File: src/rtl/frame_pkg.sv
// +--------------------------------------------------------------------------+
// | Module   : frame_pkg                                                     |
// | Purpose  : shared state encoding, word/pixel defaults and the row-stride |
// |            helper used by the frame_streamer slice.                      |
// | Revision : 1.0 - initial release                                         |
// +--------------------------------------------------------------------------+
`default_nettype none

package frame_pkg;

   typedef enum logic [2:0] {
      IDLE    = 3'd0,
      FETCH   = 3'd1,
      CAPTURE = 3'd2,
      PRESENT = 3'd3,
      HBLANK  = 3'd4,
      VBLANK  = 3'd5,
      DONE    = 3'd6
   } state_t;

   localparam int DEF_WORD_SIZE       = 8;
   localparam int DEF_BYTES_PER_PIXEL = 3;
   localparam int DEF_PIXEL_SIZE      = DEF_WORD_SIZE * DEF_BYTES_PER_PIXEL;

   // Bytes per row; bpp is 1..4 so shift-and-add replaces a real multiplier.
   // With pad set the row is rounded up to the next 4-byte boundary (BMP rows).
   function automatic logic [31:0] row_stride(input logic [31:0] width,
                                              input logic [2:0]  bpp,
                                              input logic        pad);
      logic [31:0] raw;
      case (bpp)
         3'd1:    raw = width;
         3'd2:    raw = width << 1;
         3'd3:    raw = (width << 1) + width;
         default: raw = width << 2;
      endcase
      if (pad) begin
         raw = (raw + 32'd3) & ~32'd3;
      end
      return raw;
   endfunction

endpackage

`default_nettype wire

File: src/rtl/frame_streamer_if.sv
// +--------------------------------------------------------------------------+
// | Module   : frame_streamer_if                                             |
// | Purpose  : memory read port plus pixel stream (valid/ready, syncs).      |
// | Revision : 1.0 - initial release                                         |
// +--------------------------------------------------------------------------+
`default_nettype none

interface frame_streamer_if #(
   parameter int WORD_SIZE       = 8,
   parameter int BYTES_PER_PIXEL = 3,
   parameter int ADDR_WIDTH      = 20
);
   localparam int PIXEL_SIZE = WORD_SIZE * BYTES_PER_PIXEL;

   logic                  rd_en;
   logic [ADDR_WIDTH-1:0] rd_addr;
   logic [WORD_SIZE-1:0]  rd_data;

   logic                  pix_valid;
   logic                  pix_ready;
   logic [PIXEL_SIZE-1:0] pix_data;
   logic                  hsync;
   logic                  vsync;

   modport master (
      output rd_en, rd_addr,
      input  rd_data,
      output pix_valid, pix_data, hsync, vsync,
      input  pix_ready
   );

   modport slave (
      input  rd_en, rd_addr,
      output rd_data,
      input  pix_valid, pix_data, hsync, vsync,
      output pix_ready
   );

endinterface

`default_nettype wire

File: src/rtl/frame_streamer_byte_packer.sv
// +--------------------------------------------------------------------------+
// | Module   : byte_packer                                                   |
// | Purpose  : assembles BYTES_PER_PIXEL words into one pixel; word k lands  |
// |            in bits [k*WORD_SIZE +: WORD_SIZE].                           |
// | Revision : 1.0 - initial release                                         |
// +--------------------------------------------------------------------------+
`default_nettype none

module byte_packer #(
   parameter int WORD_SIZE       = 8,
   parameter int BYTES_PER_PIXEL = 3
) (
   input  wire logic                                 clk,
   input  wire logic                                 clear,
   input  wire logic                                 load,
   input  wire logic [1:0]                           load_idx,
   input  wire logic [WORD_SIZE-1:0]                 din,
   output logic [WORD_SIZE*BYTES_PER_PIXEL-1:0]      data
);

   localparam int PIXEL_SIZE = WORD_SIZE * BYTES_PER_PIXEL;

   logic [PIXEL_SIZE-1:0] data_q;
   logic [PIXEL_SIZE-1:0] data_d;

   always_comb begin
      data_d = data_q;
      if (clear) begin
         data_d = '0;
      end else if (load) begin
         for (int k = 0; k < BYTES_PER_PIXEL; k++) begin
            if (load_idx == 2'(k)) begin
               data_d[k*WORD_SIZE +: WORD_SIZE] = din;
            end
         end
      end
   end

   always_ff @(posedge clk) begin
      data_q <= data_d;
   end

   assign data = data_q;

endmodule

`default_nettype wire

File: src/rtl/frame_streamer.sv
// +--------------------------------------------------------------------------+
// | Module   : frame_streamer                                                |
// | Purpose  : walks a byte-addressed frame buffer and emits a pixel stream  |
// |            with hsync/vsync, blanking, backpressure and done pulse.      |
// |            Define FRAME_STREAMER_ROW_PAD_EN for 4-byte BMP row padding.  |
// | Revision : 1.0 - initial release                                         |
// +--------------------------------------------------------------------------+
`default_nettype none

module frame_streamer
   import frame_pkg::*;
#(
   parameter int WORD_SIZE       = DEF_WORD_SIZE,
   parameter int BYTES_PER_PIXEL = DEF_BYTES_PER_PIXEL,
   parameter int ADDR_WIDTH      = 20,
   parameter int DIM_WIDTH       = 12,
   parameter int H_BLANK         = 0,
   parameter int V_BLANK         = 0
) (
   input  wire logic                  clk,
   input  wire logic                  reset,
   input  wire logic                  start,
   input  wire logic [DIM_WIDTH-1:0]  width,
   input  wire logic [DIM_WIDTH-1:0]  height,
   input  wire logic [ADDR_WIDTH-1:0] base_addr,
   frame_streamer_if.master           bus,
   output logic                       busy,
   output logic                       done
);

   localparam int PIXEL_SIZE  = WORD_SIZE * BYTES_PER_PIXEL;
   localparam int BLANK_WIDTH = 16;
`ifdef FRAME_STREAMER_ROW_PAD_EN
   localparam logic ROW_PAD = 1'b1;
`else
   localparam logic ROW_PAD = 1'b0;
`endif
   localparam logic [1:0]            LAST_BYTE = 2'(BYTES_PER_PIXEL - 1);
   localparam logic [ADDR_WIDTH-1:0] PIX_STEP  = ADDR_WIDTH'(BYTES_PER_PIXEL);

   state_t                 state_q,     state_d;
   logic [DIM_WIDTH-1:0]   width_q,     width_d;
   logic [DIM_WIDTH-1:0]   height_q,    height_d;
   logic [DIM_WIDTH-1:0]   col_q,       col_d;
   logic [DIM_WIDTH-1:0]   row_q,       row_d;
   logic [ADDR_WIDTH-1:0]  stride_q,    stride_d;
   logic [ADDR_WIDTH-1:0]  pix_addr_q,  pix_addr_d;
   logic [ADDR_WIDTH-1:0]  row_addr_q,  row_addr_d;
   logic [1:0]             byte_idx_q,  byte_idx_d;
   logic [BLANK_WIDTH-1:0] blank_q,     blank_d;
   logic                   rd_en_q,     rd_en_d;
   logic [ADDR_WIDTH-1:0]  rd_addr_q,   rd_addr_d;
   logic                   ld_q,        ld_d;
   logic [1:0]             ld_idx_q,    ld_idx_d;
   logic                   pix_valid_q, pix_valid_d;
   logic                   hsync_q,     hsync_d;
   logic                   vsync_q,     vsync_d;
   logic                   busy_q,      busy_d;
   logic                   done_q,      done_d;

   logic                   accept;
   logic                   fetch_go;
   logic [ADDR_WIDTH-1:0]  fetch_addr;
   logic [ADDR_WIDTH-1:0]  next_pix_addr;
   logic [ADDR_WIDTH-1:0]  next_row_addr;
   logic [PIXEL_SIZE-1:0]  packed_pixel;

   assign next_pix_addr = pix_addr_q + PIX_STEP;
   assign next_row_addr = row_addr_q + stride_q;

   always_comb begin
      state_d     = state_q;
      width_d     = width_q;
      height_d    = height_q;
      col_d       = col_q;
      row_d       = row_q;
      stride_d    = stride_q;
      pix_addr_d  = pix_addr_q;
      row_addr_d  = row_addr_q;
      byte_idx_d  = byte_idx_q;
      blank_d     = blank_q;
      rd_en_d     = rd_en_q;
      rd_addr_d   = rd_addr_q;
      ld_d        = rd_en_q;
      ld_idx_d    = byte_idx_q;
      pix_valid_d = pix_valid_q;
      hsync_d     = hsync_q;
      vsync_d     = vsync_q;
      busy_d      = busy_q;
      done_d      = 1'b0;
      accept      = 1'b0;
      fetch_go    = 1'b0;
      fetch_addr  = pix_addr_q;

      case (state_q)
         IDLE: begin
            if (start) begin
               accept     = 1'b1;
               busy_d     = 1'b1;
               width_d    = width;
               height_d   = height;
               col_d      = '0;
               row_d      = '0;
               pix_addr_d = base_addr;
               row_addr_d = base_addr;
               stride_d   = ADDR_WIDTH'(row_stride(32'(width), 3'(BYTES_PER_PIXEL), ROW_PAD));
               if ((width == '0) || (height == '0)) begin
                  state_d = DONE;
                  done_d  = 1'b1;
               end else begin
                  fetch_go   = 1'b1;
                  fetch_addr = base_addr;
               end
            end
         end
         FETCH: begin
            if (byte_idx_q == LAST_BYTE) begin
               rd_en_d = 1'b0;
               state_d = CAPTURE;
            end else begin
               byte_idx_d = byte_idx_q + 2'd1;
               rd_addr_d  = rd_addr_q + ADDR_WIDTH'(1);
            end
         end
         CAPTURE: begin
            state_d     = PRESENT;
            pix_valid_d = 1'b1;
            hsync_d     = (col_q == '0);
            vsync_d     = (col_q == '0) && (row_q == '0);
         end
         PRESENT: begin
            if (bus.pix_ready) begin
               pix_valid_d = 1'b0;
               hsync_d     = 1'b0;
               vsync_d     = 1'b0;
               if (col_q != width_q - DIM_WIDTH'(1)) begin
                  col_d      = col_q + DIM_WIDTH'(1);
                  pix_addr_d = next_pix_addr;
                  fetch_go   = 1'b1;
                  fetch_addr = next_pix_addr;
               end else if (row_q != height_q - DIM_WIDTH'(1)) begin
                  // Next row starts from the running row base, never from the last pixel.
                  col_d      = '0;
                  row_d      = row_q + DIM_WIDTH'(1);
                  row_addr_d = next_row_addr;
                  pix_addr_d = next_row_addr;
                  if (H_BLANK == 0) begin
                     fetch_go   = 1'b1;
                     fetch_addr = next_row_addr;
                  end else begin
                     state_d = HBLANK;
                     blank_d = '0;
                  end
               end else if (V_BLANK == 0) begin
                  state_d = DONE;
                  done_d  = 1'b1;
               end else begin
                  state_d = VBLANK;
                  blank_d = '0;
               end
            end
         end
         HBLANK: begin
            if (blank_q == BLANK_WIDTH'(H_BLANK - 1)) begin
               fetch_go   = 1'b1;
               fetch_addr = pix_addr_q;
            end else begin
               blank_d = blank_q + BLANK_WIDTH'(1);
            end
         end
         VBLANK: begin
            if (blank_q == BLANK_WIDTH'(V_BLANK - 1)) begin
               state_d = DONE;
               done_d  = 1'b1;
            end else begin
               blank_d = blank_q + BLANK_WIDTH'(1);
            end
         end
         DONE: begin
            state_d = IDLE;
            busy_d  = 1'b0;
         end
         default: begin
            state_d = IDLE;
         end
      endcase

      if (fetch_go) begin
         state_d    = FETCH;
         rd_en_d    = 1'b1;
         rd_addr_d  = fetch_addr;
         byte_idx_d = 2'd0;
      end
   end

   always_ff @(posedge clk) begin
      if (reset) begin
         state_q     <= IDLE;
         width_q     <= '0;
         height_q    <= '0;
         col_q       <= '0;
         row_q       <= '0;
         stride_q    <= '0;
         pix_addr_q  <= '0;
         row_addr_q  <= '0;
         byte_idx_q  <= '0;
         blank_q     <= '0;
         rd_en_q     <= 1'b0;
         rd_addr_q   <= '0;
         ld_q        <= 1'b0;
         ld_idx_q    <= '0;
         pix_valid_q <= 1'b0;
         hsync_q     <= 1'b0;
         vsync_q     <= 1'b0;
         busy_q      <= 1'b0;
         done_q      <= 1'b0;
      end else begin
         state_q     <= state_d;
         width_q     <= width_d;
         height_q    <= height_d;
         col_q       <= col_d;
         row_q       <= row_d;
         stride_q    <= stride_d;
         pix_addr_q  <= pix_addr_d;
         row_addr_q  <= row_addr_d;
         byte_idx_q  <= byte_idx_d;
         blank_q     <= blank_d;
         rd_en_q     <= rd_en_d;
         rd_addr_q   <= rd_addr_d;
         ld_q        <= ld_d;
         ld_idx_q    <= ld_idx_d;
         pix_valid_q <= pix_valid_d;
         hsync_q     <= hsync_d;
         vsync_q     <= vsync_d;
         busy_q      <= busy_d;
         done_q      <= done_d;
      end
   end

   // Loads trail rd_en by one cycle to match the memory's read latency.
   byte_packer #(
      .WORD_SIZE       (WORD_SIZE),
      .BYTES_PER_PIXEL (BYTES_PER_PIXEL)
   ) u_byte_packer (
      .clk      (clk),
      .clear    (reset || accept),
      .load     (ld_q),
      .load_idx (ld_idx_q),
      .din      (bus.rd_data),
      .data     (packed_pixel)
   );

   assign bus.rd_en     = rd_en_q;
   assign bus.rd_addr   = rd_addr_q;
   assign bus.pix_valid = pix_valid_q;
   assign bus.pix_data  = packed_pixel;
   assign bus.hsync     = hsync_q;
   assign bus.vsync     = vsync_q;
   assign busy          = busy_q;
   assign done          = done_q;

endmodule

`default_nettype wire

File: src/flat_wrapper.sv
// flat-port wrapper written by rule: the top's interface ports become plain ports
module frame_streamer_flat import frame_pkg::*;
#(
   parameter int WORD_SIZE       = DEF_WORD_SIZE,
   parameter int BYTES_PER_PIXEL = DEF_BYTES_PER_PIXEL,
   parameter int ADDR_WIDTH      = 20,
   parameter int DIM_WIDTH       = 12,
   parameter int H_BLANK         = 0,
   parameter int V_BLANK         = 0
)
  (clk, reset, start, width, height, base_addr, busy, done, bus_rd_en, bus_rd_addr, bus_rd_data, bus_pix_valid, bus_pix_data, bus_hsync, bus_vsync, bus_pix_ready);
  frame_streamer_if #(.WORD_SIZE(WORD_SIZE), .BYTES_PER_PIXEL(BYTES_PER_PIXEL), .ADDR_WIDTH(ADDR_WIDTH)) bus_i ();
  input  wire logic clk;
  input  wire logic reset;
  input  wire logic start;
  input  wire logic [DIM_WIDTH-1:0] width;
  input  wire logic [DIM_WIDTH-1:0] height;
  input  wire logic [ADDR_WIDTH-1:0] base_addr;
  output logic busy;
  output logic done;
  output wire logic [$bits(bus_i.rd_en)-1:0] bus_rd_en;
  output wire logic [$bits(bus_i.rd_addr)-1:0] bus_rd_addr;
  input wire logic [$bits(bus_i.rd_data)-1:0] bus_rd_data;
  output wire logic [$bits(bus_i.pix_valid)-1:0] bus_pix_valid;
  output wire logic [$bits(bus_i.pix_data)-1:0] bus_pix_data;
  output wire logic [$bits(bus_i.hsync)-1:0] bus_hsync;
  output wire logic [$bits(bus_i.vsync)-1:0] bus_vsync;
  input wire logic [$bits(bus_i.pix_ready)-1:0] bus_pix_ready;
  assign bus_rd_en = bus_i.rd_en;
  assign bus_rd_addr = bus_i.rd_addr;
  assign bus_i.rd_data = bus_rd_data;
  assign bus_pix_valid = bus_i.pix_valid;
  assign bus_pix_data = bus_i.pix_data;
  assign bus_hsync = bus_i.hsync;
  assign bus_vsync = bus_i.vsync;
  assign bus_i.pix_ready = bus_pix_ready;
  frame_streamer #(.WORD_SIZE(WORD_SIZE), .BYTES_PER_PIXEL(BYTES_PER_PIXEL), .ADDR_WIDTH(ADDR_WIDTH), .DIM_WIDTH(DIM_WIDTH), .H_BLANK(H_BLANK), .V_BLANK(V_BLANK)) u_core (.clk(clk), .reset(reset), .start(start), .width(width), .height(height), .base_addr(base_addr), .bus(bus_i), .busy(busy), .done(done));
endmodule
File: config.mk
export PLATFORM = sky130hd
export DESIGN_NAME = frame_streamer_flat
export DESIGN_NICKNAME = d
export VERILOG_FILES = /design/src/rtl/frame_pkg.sv /design/src/rtl/frame_streamer_if.sv /design/src/rtl/frame_streamer_byte_packer.sv /design/src/rtl/frame_streamer.sv /design/src/flat_wrapper.sv
export SDC_FILE = /design/constraint.sdc
export NUM_CORES = 1
export LEC_CHECK = 0
export CAP_MARGIN = 10
export CORE_UTILIZATION = 63
export CTS_CLUSTER_SIZE = 30
export DETAILED_ROUTE_END_ITERATION = 6
export PLACE_DENSITY = 0.95
export SLEW_MARGIN = 40
export SYNTH_ARGS = -nofsm -noshare
export SYNTH_HDL_FRONTEND = slang
export SYNTH_SLANG_ARGS = --single-unit
export TNS_END_PERCENT = 50
File: constraint.sdc
create_clock -name clk -period 8.75 [get_ports clk]
set_input_delay 0.875 -clock clk [delete_from_list [all_inputs] [get_ports clk]]
set_output_delay 0.875 -clock clk [all_outputs]
set_load 0.03 [all_outputs]
==> results of run 1 <==
routing by layer:
metal  vias up  track usage  share of wire  routed length (um)
met5         -            0              0                   0
met4         0        0.171          0.041                1340
met3       167       0.0826           0.11                3600
met2       788        0.573           0.46               14900
met1      5308        0.443           0.39               12900
li1       5365            -              -                   -
cells by family (layout without fill, tap and decap cells):
group | after synthesis | after routing | synth area share
AOI/OAI and AO/OA | 393 | 393 | 0.235
xor gates and xnor gates | 88 | 88 | 0.0709
adders and majority gates | 45 | 45 | 0.0522
buffers and inverters | 136 | 200 | 0.0476
DFF | 175 | 175 | 0.316
muxes | 35 | 35 | 0.0319
and+or+nand+nor | 582 | 582 | 0.246
layout make-up:
cell class | instances | share of cell area
Clock buffer | 17 | 0.0331
Clock inverter | 15 | 0.0160
Inverter | 50 | 0.0146
Multi-Input combinational cell | 1143 | 0.551
Sequential cell | 175 | 0.273
Tap cell | 225 | 0.0219
Timing Repair Buffer | 118 | 0.0906
Yosys cell counts, types with 5 or more instances:
cell / count
nor2_1: 187
dfxtp_1: 175
nand2_1: 173
a21oi_1: 125
o21ai_0: 77
clkbuf_1: 72
inv_1: 49
xnor2_1: 49
nor3_1: 46
a211oi_1: 45
ha_1: 43
nand3_1: 43
xor2_1: 38
mux2i_1: 33
nand4_1: 23
nor4_1: 19
and3_1: 18
or3_1: 17
a31oi_1: 13
a221oi_1: 11
a311oi_1: 11
o211ai_1: 10
a21o_1: 9
and2_1: 8
nor2b_1: 8
o31ai_1: 8
buf_2: 7
nor3b_1: 7
o22ai_1: 7
and4_1: 6
buf_1: 6
o21a_1: 6
a2111oi_0: 5
nand3b_1: 5
o21bai_1: 5
o311ai_0: 5
placed cells by master, fill, tap and decap left out, types with 5 or more instances in the layout:
| cell type | n |
|---|---|
| clkinv_8 | 6 |
| nor4_1 | 19 |
| nor2_1 | 185 |
| and2_1 | 8 |
| and4_1 | 6 |
| xor2_1 | 38 |
| o311ai_0 | 5 |
| xnor2_1 | 49 |
| mux2i_1 | 33 |
| o21bai_1 | 5 |
| a31oi_1 | 13 |
| a221oi_1 | 11 |
| or3_1 | 17 |
| dfxtp_1 | 175 |
| o211ai_1 | 10 |
| nand3b_1 | 5 |
| nor2b_1 | 8 |
| nor3_1 | 44 |
| o22ai_1 | 7 |
| nand4_1 | 23 |
| o21ai_0 | 77 |
| buf_4 | 12 |
| a2111oi_0 | 5 |
| clkdlybuf4s50_1 | 104 |
| a211oi_1 | 45 |
| a21oi_1 | 124 |
| o21a_1 | 6 |
| nor3b_1 | 7 |
| inv_1 | 49 |
| o31ai_1 | 8 |
| nand3_1 | 42 |
| and3_1 | 18 |
| ha_1 | 43 |
| a21o_1 | 9 |
| a311oi_1 | 11 |
| nand2_1 | 171 |
| clkbuf_16 | 17 |
through the flow:
step	std cells	util	hold WS, ns	cell area (um^2)	power, mW
floorplan	1454	-	0.436	11100	2.41
global placement	1709	0.705	0.443	12200	2.78
detailed placement	1709	0.706	0.448	12200	2.85
CTS	1741	0.742	0.462	12800	3.66
global route	1743	0.745	0.476	12800	3.92
finish	1743	0.745	0.461	12800	3.73
path summary, 6_finish.rpt:
kind	from	end	cells past startpoint
max	u_core.width_q[0]$_SDFFE_PP0P_	u_core.bus.rd_addr[16]$_SDFFE_PP0P_	12
min	u_core.stride_q[4]$_SDFFE_PP0P_	u_core.stride_q[4]$_SDFFE_PP0P_	2
max reg2reg	u_core.width_q[0]$_SDFFE_PP0P_	u_core.bus.rd_addr[16]$_SDFFE_PP0P_	12
min reg2reg	u_core.stride_q[4]$_SDFFE_PP0P_	u_core.stride_q[4]$_SDFFE_PP0P_	2
flip-flops by register name, summed over array words and instances, names as in the netlist, 3 cells and up:
| signal | cells |
|---|---|
| u_core.u_byte_packer.data | 24 |
| u_core.width_q | 12 |
| u_core.bus.rd_addr | 20 |
| u_core.pix_addr_q | 20 |
| u_core.height_q | 12 |
| u_core.row_addr_q | 20 |
| u_core.blank_q | 16 |
| u_core.stride_q | 13 |
| u_core.state_q | 3 |
| u_core.row_q | 12 |
| u_core.col_q | 12 |
where the power goes:
part	switching (mW)	internal (mW)	leakage [nW]
sequential	0.219	0.970	1.43
clock	0.395	0.395	0.300
combinational	1.10	0.651	3.05
total	1.71	2.02	4.77
worst reg2reg max path, stage by stage (launching register included):
cell and delay [ns]:
dfxtp_1 0.50, inv_1 0.08, ha_1 0.28, o21ba_2 0.23, a221oi_1 0.32, a41oi_1 0.16, nor3_1 0.71, nand4_4 0.39
a21boi_4 0.49, buf_6 0.24, a211oi_1 0.09, a221o_1 0.32, a31oi_1 0.13
==> flow_metrics.py, run 1 <==
metrics = {
    "outcome": {
        "outcome": "finished, final reports clean",
    },
    "clock_tree": {
        "holdBufCountCts": 0,
        "cts_sinks": 175,
        "cts_buffers": 17,
        "clock-root-buffer": "clkbuf_16",
        "cts_setup_buffers": 0,
        "path_clk_slew_ns": 0.08,
        "clk-insertion-delay-late_ns": 0.45,
        "cts_tree": "done",
        "h-tree-depth": 4,
        "cts_resized": 0,
        "cts_max_path_buffers": 2,
    },
    "layout": {
        "diodes": 0,
        "drive_above_1_share": 0.0514,
        "seqCellArea_mm2": 0.00350,
        "nets": 1606,
        "synthToLayoutAreaGrowth_pct": 15.9,
        "fillers": 1181,
        "multiInputGateArea_mm2": 0.00707,
    },
    "worst_setup_path": {
        "startpoint_type": "register",
        "worst-path-max-fanout": 20,
        "cp.arrival_ns": 4.39,
        "crit_slowest_cell": "nor3_1",
        "max_stage_delay_ns": 0.71,
        "cp_top_family": "compound AO/OA/AOI/OAI gates",
        "cp_cell_sequence": "inv_1 > ha_1 > o21ba_2 > a221oi_1 > a41oi_1 > nor3_1 > nand4_4 > a21boi_4 > buf_6 > a211oi_1 > a221o_1 > a31oi_1",
        "path_class": "register to register",
        "end_kind": "register",
        "path_buf_inv": 2,
        "worstPathRequired_ns": 9.13,
        "r2r_slack_ns": 4.74,
    },
    "placement": {
        "port-buffer-count": 105,
        "dp_hpwl_mm": 22.3,
        "place.gp.congestion": 0.956,
        "dp_slack_ns": 4.39,
    },
    "synthesis": {
        "syn_nets": 1555,
        "ys_top_cells_by_area": "dfxtp_1 32%, nor2_1 6.3%, nand2_1 5.9%",
        "ys_types": 79,
        "ys.flop_type": "dfxtp_1",
        "syn_inst": 1454,
        "yosysSeqAreaShare": 0.316,
        "yosys_warnings": 0,
        "synth_area_mm2": 0.0111,
        "synth_edf_count": 0,
        "synth_top_area_share": 0.316,
        "synth_area_per_cell_um2": 7.61,
        "async_flop_share": 0,
        "yosysTopAreaCell": "dfxtp_1",
        "synth_seq_cells": 175,
    },
    "route": {
        "ant_nets": 0,
        "drtPass1Iterations": 6,
        "wl_per_cell_um": 18.8,
        "vias": 11628,
        "drt_iter0_drc": 1607,
        "wirelength_mm": 32.8,
        "routed_via_density": 6.67,
        "drc": 0,
    },
    "grt": {
        "grt_pass1_vias": 10508,
        "antenna_found_initial": 0,
        "gr-total-overflow": 0,
        "grt_pass1_wl_mm": 51.7,
        "grt_usage": 0.354,
        "grt_max_degree": 80,
    },
    "timing": {
        "rsz0062_at_grt": "no",
        "drv_slew": 0,
        "hold_viol": 0,
        "setup-tns-final_ns": 0,
        "fin_crit_ns": 4.01,
        "finalCritPeriodShare": 0.458,
        "timing.fmax_mhz": 249,
        "setup_slack_ns": 4.74,
        "skew_ns": 0.0180,
        "maxSlewHeadroom": 0.479,
        "tightest_slew_ns": 0.773,
        "final-setup-viol-count": 0,
    },
    "floorplanning": {
        "core_region_area_mm2": 0.0172,
        "die_area_mm2": 0.0181,
        "num_io_pins": 106,
        "start_util": 0.642,
        "num_rows": 48,
        "die_h_um": 135,
        "die_x_um": 135,
    },
    "pwr": {
        "vdd_drop_max_uv": 289,
        "p_leak_nw": 4.77,
        "powerDensity_mw_per_mm2": 290,
    },
    "hold_path": {
        "hp-class": "register to register",
    },
    "run": {
        "drv_cap": 0,
    },
}
No activity file was read; power rests on OpenSTA's default activity.
==> run 2: changes to the inputs <==
CORE_UTILIZATION = 53   (was 63)
PLACE_DENSITY = 0.89   (was 0.95)
clock period = 3.65 ns   (was 8.75 ns; I/O delays follow)
==> flow_metrics.py, run 2 (synthesis results as in run 1) <==
metrics = {
    "outcome": {
        "outcome": "finished, final reports clean",
    },
    "timing": {
        "finalCritPeriodShare": 0.971,
        "maxSlewHeadroom": 0.505,
        "fin_hold_ws_ns": 0.139,
        "hold_viol": 0,
        "rsz0062_at_grt": "yes",
        "timing.fmax_mhz": 282,
        "drv_slew": 0,
        "fin_crit_ns": 3.54,
        "skew_ns": 0.00971,
        "tightest_slew_ns": 0.737,
        "final-setup-viol-count": 0,
    },
    "route": {
        "drc": 0,
        "routed_via_density": 6.30,
        "wl_per_cell_um": 18.0,
        "drtPass1Iterations": 6,
        "vias": 11459,
        "wirelength_mm": 32.7,
        "drt_iter0_drc": 1380,
        "ant_nets": 0,
    },
    "floorplanning": {
        "num_io_pins": 106,
        "start_util": 0.544,
        "num_rows": 52,
        "die_x_um": 147,
        "die_h_um": 147,
        "core_region_area_mm2": 0.0204,
        "die_area_mm2": 0.0215,
    },
    "worst_setup_path": {
        "startpoint_type": "register",
        "max_stage_delay_ns": 0.55,
        "end_kind": "register",
        "cp.arrival_ns": 3.91,
        "worst-path-max-fanout": 8,
        "path_class": "register to register",
        "worstPathRequired_ns": 4.02,
        "crit_slowest_cell": "or4_4",
        "path_buf_inv": 3,
        "cp_cell_sequence": "inv_1 > ha_1 > or3b_1 > or4_1 > or4_4 > a32oi_4 > nand4_4 > buf_12 > a21boi_4 > buf_4 > a211oi_1 > a221o_1 > a31oi_1",
        "cp_top_family": "simple AND/OR/NAND/NOR gates",
    },
    "grt": {
        "grt_usage": 0.303,
        "grt_pass1_vias": 10522,
        "grt_max_degree": 65,
        "grt_pass1_wl_mm": 52.8,
        "gr-total-overflow": 0,
        "antenna_found_initial": 0,
    },
    "hold_path": {
        "hp-class": "input pin to register",
    },
    "run": {
        "drv_cap": 0,
    },
    "layout": {
        "synthToLayoutAreaGrowth_pct": 18.9,
        "utilization": 0.647,
        "design_area_mm2": 0.0132,
        "largest_reg_flops": 24,
        "diodes": 0,
        "final_cell_mix": "185 x nor2_1, 174 x dfxtp_1, 172 x nand2_1",
        "drive_above_1_share": 0.0730,
        "nets": 1636,
        "layout_commonest_cell": "nor2_1",
    },
    "clock_tree": {
        "cts_max_path_buffers": 2,
        "clk-insertion-delay-late_ns": 0.44,
        "h-tree-depth": 4,
        "cts_buffers": 17,
        "cts_sinks": 175,
        "clock-root-buffer": "clkbuf_16",
        "path_clk_slew_ns": 0.07,
        "cts_tree": "done",
    },
    "placement": {
        "dp_hpwl_mm": 23.2,
        "placed_area_mm2": 0.0124,
        "place.gp.congestion": 0.958,
        "port-buffer-count": 105,
    },
    "pwr": {
        "vdd_drop_max_uv": 502,
        "p_leak_nw": 4.93,
        "powerDensity_mw_per_mm2": 692,
    },
}
-- run 2: per-stage QoR --
step           setup slack [ns]  instances  TNS (ns)  total power, mW
2_1_floorplan             0.362       1454         0             5.77
3_3_place_gp              0.168       1782         0             6.88
6_report                  0.107       1818         0             9.12
5_1_grt                 -0.0162       1818   -0.0234             9.65
4_1_cts                  0.0293       1814         0             8.95
3_5_place_dp            0.00199       1782         0             7.03
-- run 2: final timing paths --
check | from | slack [ns] | endpoint | cells past startpoint
hold reg to reg | u_core.stride_q[8]$_SDFFE_PP0P_ | 0.45 | u_core.stride_q[8]$_SDFFE_PP0P_ | 2
setup / recovery | u_core.height_q[0]$_SDFFE_PP0P_ | 0.11 | u_core.bus.rd_addr[16]$_SDFFE_PP0P_ | 13
setup reg to reg | u_core.height_q[0]$_SDFFE_PP0P_ | 0.11 | u_core.bus.rd_addr[16]$_SDFFE_PP0P_ | 13
hold / removal | reset | 0.14 | u_core.row_addr_q[18]$_SDFFE_PP0P_ | 2
-- run 2: metal layers --
| metal | wire length, um | track usage | vias up |
|---|---|---|---|
| met3 | 3160 | 0.0581 | 107 |
| met5 | 0 | 0 | - |
| met4 | 1200 | 0.133 | 0 |
| met2 | 14900 | 0.483 | 662 |
| met1 | 13500 | 0.397 | 5290 |
| li1 | - | - | 5400 |
-- run 2: report_power, final --
group,internal [mW],switching (mW),leakage (nW)
Clock,0.950,0.951,0.301
Combinational,1.71,2.64,3.20
Sequential,2.33,0.546,1.43
-- run 2: layout make-up --
cell class                      count  area [um^2]
Multi-Input combinational cell   1143         7100
Clock inverter                     15          210
Fill cell                        1647         7200
Tap cell                          270          338
Clock buffer                       17          425
Inverter                           50          188
Sequential cell                   175         3500
Timing Repair Buffer              148         1400
-- run 2: what timing repair did --
| action | CTS | global route |
|---|---|---|
| endpoints found under the hold margin | 0 | 0 |
| hold buffers | 0 | 0 |
| pin swaps | 0 | 2 |
| resized for setup | 1 | 10 |
| buffers inserted | 0 | 4 |
| setup endpoints to repair | 3 | 34 |
==> run 3: changes to the inputs <==
--- a/config.mk
+++ b/config.mk
@@ -9,3 +9,3 @@
 export CORE_UTILIZATION = 53
-export CTS_CLUSTER_SIZE = 30
+export CTS_CLUSTER_SIZE = 40
 export DETAILED_ROUTE_END_ITERATION = 6
==> constraint.sdc (replaced) <==
create_clock -name clk -period 3.65 [get_ports clk]
set_input_delay 0.5475 -clock clk [delete_from_list [all_inputs] [get_ports clk]]
set_output_delay 0.5475 -clock clk [all_outputs]
set_load 0.03 [all_outputs]
==> flow_metrics.py, run 3 (synthesis results as in run 1) <==
metrics = {
    "floorplanning": {
        "die_area_mm2": 0.0215,
        "start_util": 0.544,
        "die_x_um": 147,
        "num_io_pins": 106,
        "core_region_area_mm2": 0.0204,
        "die_h_um": 147,
        "num_rows": 52,
    },
    "grt": {
        "gr-total-overflow": 0,
        "grt_pass1_wl_mm": 53.8,
        "antenna_found_initial": 0,
        "grt_pass1_vias": 10799,
        "grt_usage": 0.306,
        "grt_max_degree": 88,
    },
    "run": {
        "drv_cap": 0,
    },
    "timing": {
        "rsz0062_at_grt": "no",
        "hold_viol": 0,
        "finalCritPeriodShare": 0.963,
        "timing.fmax_mhz": 285,
        "drv_slew": 0,
        "final-setup-viol-count": 0,
        "fin_hold_ws_ns": 0.458,
        "maxSlewHeadroom": 0.507,
        "setup-tns-final_ns": 0,
        "skew_ns": 0.0162,
        "tightest_slew_ns": 0.738,
        "fin_crit_ns": 3.51,
    },
    "clock_tree": {
        "cts_sinks": 175,
        "holdBufCountCts": 0,
        "cts_max_path_buffers": 2,
        "h-tree-depth": 4,
        "path_clk_slew_ns": 0.08,
        "clk-insertion-delay-late_ns": 0.45,
        "cts_buffers": 17,
        "cts_tree": "done",
        "clock-root-buffer": "clkbuf_16",
    },
    "pwr": {
        "powerDensity_mw_per_mm2": 696,
        "clkPwrFrac": 0.211,
        "switching_share": 0.455,
        "vdd_drop_max_uv": 421,
        "seq_power_share": 0.310,
        "comb_power_share": 0.479,
        "switchingPower_mw": 4.19,
        "p_int_mw": 5.02,
        "p_leak_nw": 4.99,
        "power.total_mw": 9.21,
    },
    "worst_setup_path": {
        "startpoint_type": "register",
        "cp.arrival_ns": 3.85,
        "r2r_cells": 13,
        "worst-path-max-fanout": 21,
        "end_kind": "register",
        "worstPathRequired_ns": 3.98,
        "path_class": "register to register",
    },
    "route": {
        "wl_per_cell_um": 18.2,
        "vias": 11653,
        "wirelength_mm": 33.3,
        "drtPass1Iterations": 6,
        "routed_via_density": 6.37,
        "ant_nets": 0,
        "drc": 0,
        "drt_iter0_drc": 1336,
    },
    "layout": {
        "layout_commonest_cell": "nor2_1",
        "drive_above_1_share": 0.0795,
        "largest_reg_flops": 24,
        "design_area_mm2": 0.0132,
        "utilization": 0.650,
        "final_cell_mix": "185 x nor2_1, 175 x dfxtp_1, 172 x nand2_1",
        "diodes": 0,
        "nets": 1648,
        "synthToLayoutAreaGrowth_pct": 19.6,
    },
    "placement": {
        "dp_hpwl_mm": 23.7,
        "placed_area_mm2": 0.0125,
        "place.gp.congestion": 1.02,
        "port-buffer-count": 105,
    },
    "hold_path": {
        "hp-class": "register to register",
        "hold_depth": 2,
    },
    "outcome": {
        "outcome": "finished, final reports clean",
    },
}
-- run 3: critical path, cell delays in order, from the launching register on --
cell and delay (ns):
dfxtp_1 0.36, inv_1 0.06, ha_1 0.28, o21ba_2 0.22, a221oi_1 0.30, a41oi_1 0.15
a2111o_1 0.54, a311oi_1 0.38, buf_4 0.27, a21oi_1 0.12, buf_12 0.19, nor4_1 0.32
xnor2_1 0.17, nor2_1 0.05
-- run 3: worst paths after layout --
check | startpoint | endpoint | slack, ns
max | u_core.width_q[0]$_SDFFE_PP0P_ | u_core.row_q[10]$_SDFFE_PP0P_ | 0.14
min | u_core.stride_q[4]$_SDFFE_PP0P_ | u_core.stride_q[4]$_SDFFE_PP0P_ | 0.46
max reg2reg | u_core.width_q[0]$_SDFFE_PP0P_ | u_core.row_q[10]$_SDFFE_PP0P_ | 0.14
min reg2reg | u_core.stride_q[4]$_SDFFE_PP0P_ | u_core.stride_q[4]$_SDFFE_PP0P_ | 0.46
-- run 3: power by group through the flow --
stage                     combinational, mW  clock, mW  sequential (mW)
after floorplan                        2.85          0             2.91
after global placement                 4.08          0             2.83
after CTS                              4.28       1.95             2.82
after global routing                   4.77       2.03             2.90
final                                  4.42       1.94             2.85
after detailed placement               4.21          0             2.86
-- run 3: repair_timing --
item	4_1_cts	5_1_grt
pin swaps	0	2
gates resized for setup	2	10
setup buffers	0	2
setup endpoints to repair	1	45
-- run 3: layer usage --
metal	vias up	routed length (um)	global-route usage
met4	0	1170	0.128
met5	-	0	0
met3	117	3210	0.0588
met1	5409	13600	0.393
li1	5440	-	-
met2	687	15300	0.502
-- run 3: per-stage QoR --
stage / worst slack, ns / std cells
after floorplan: 0.362 / 1454
after global placement: 0.127 / 1796
after detailed placement: 0.00491 / 1796
after CTS: 0.0370 / 1828
after global routing: 0.00634 / 1830
final: 0.136 / 1830
-- run 3: area by class of cell --
class,count,area [um^2]
clock buffer,17,425
inverter,50,188
tap,270,338
sequential,175,3500
multi-input combinational,1143,7100
clock inverter,15,214
timing repair buffer,160,1480
fill,1646,7120
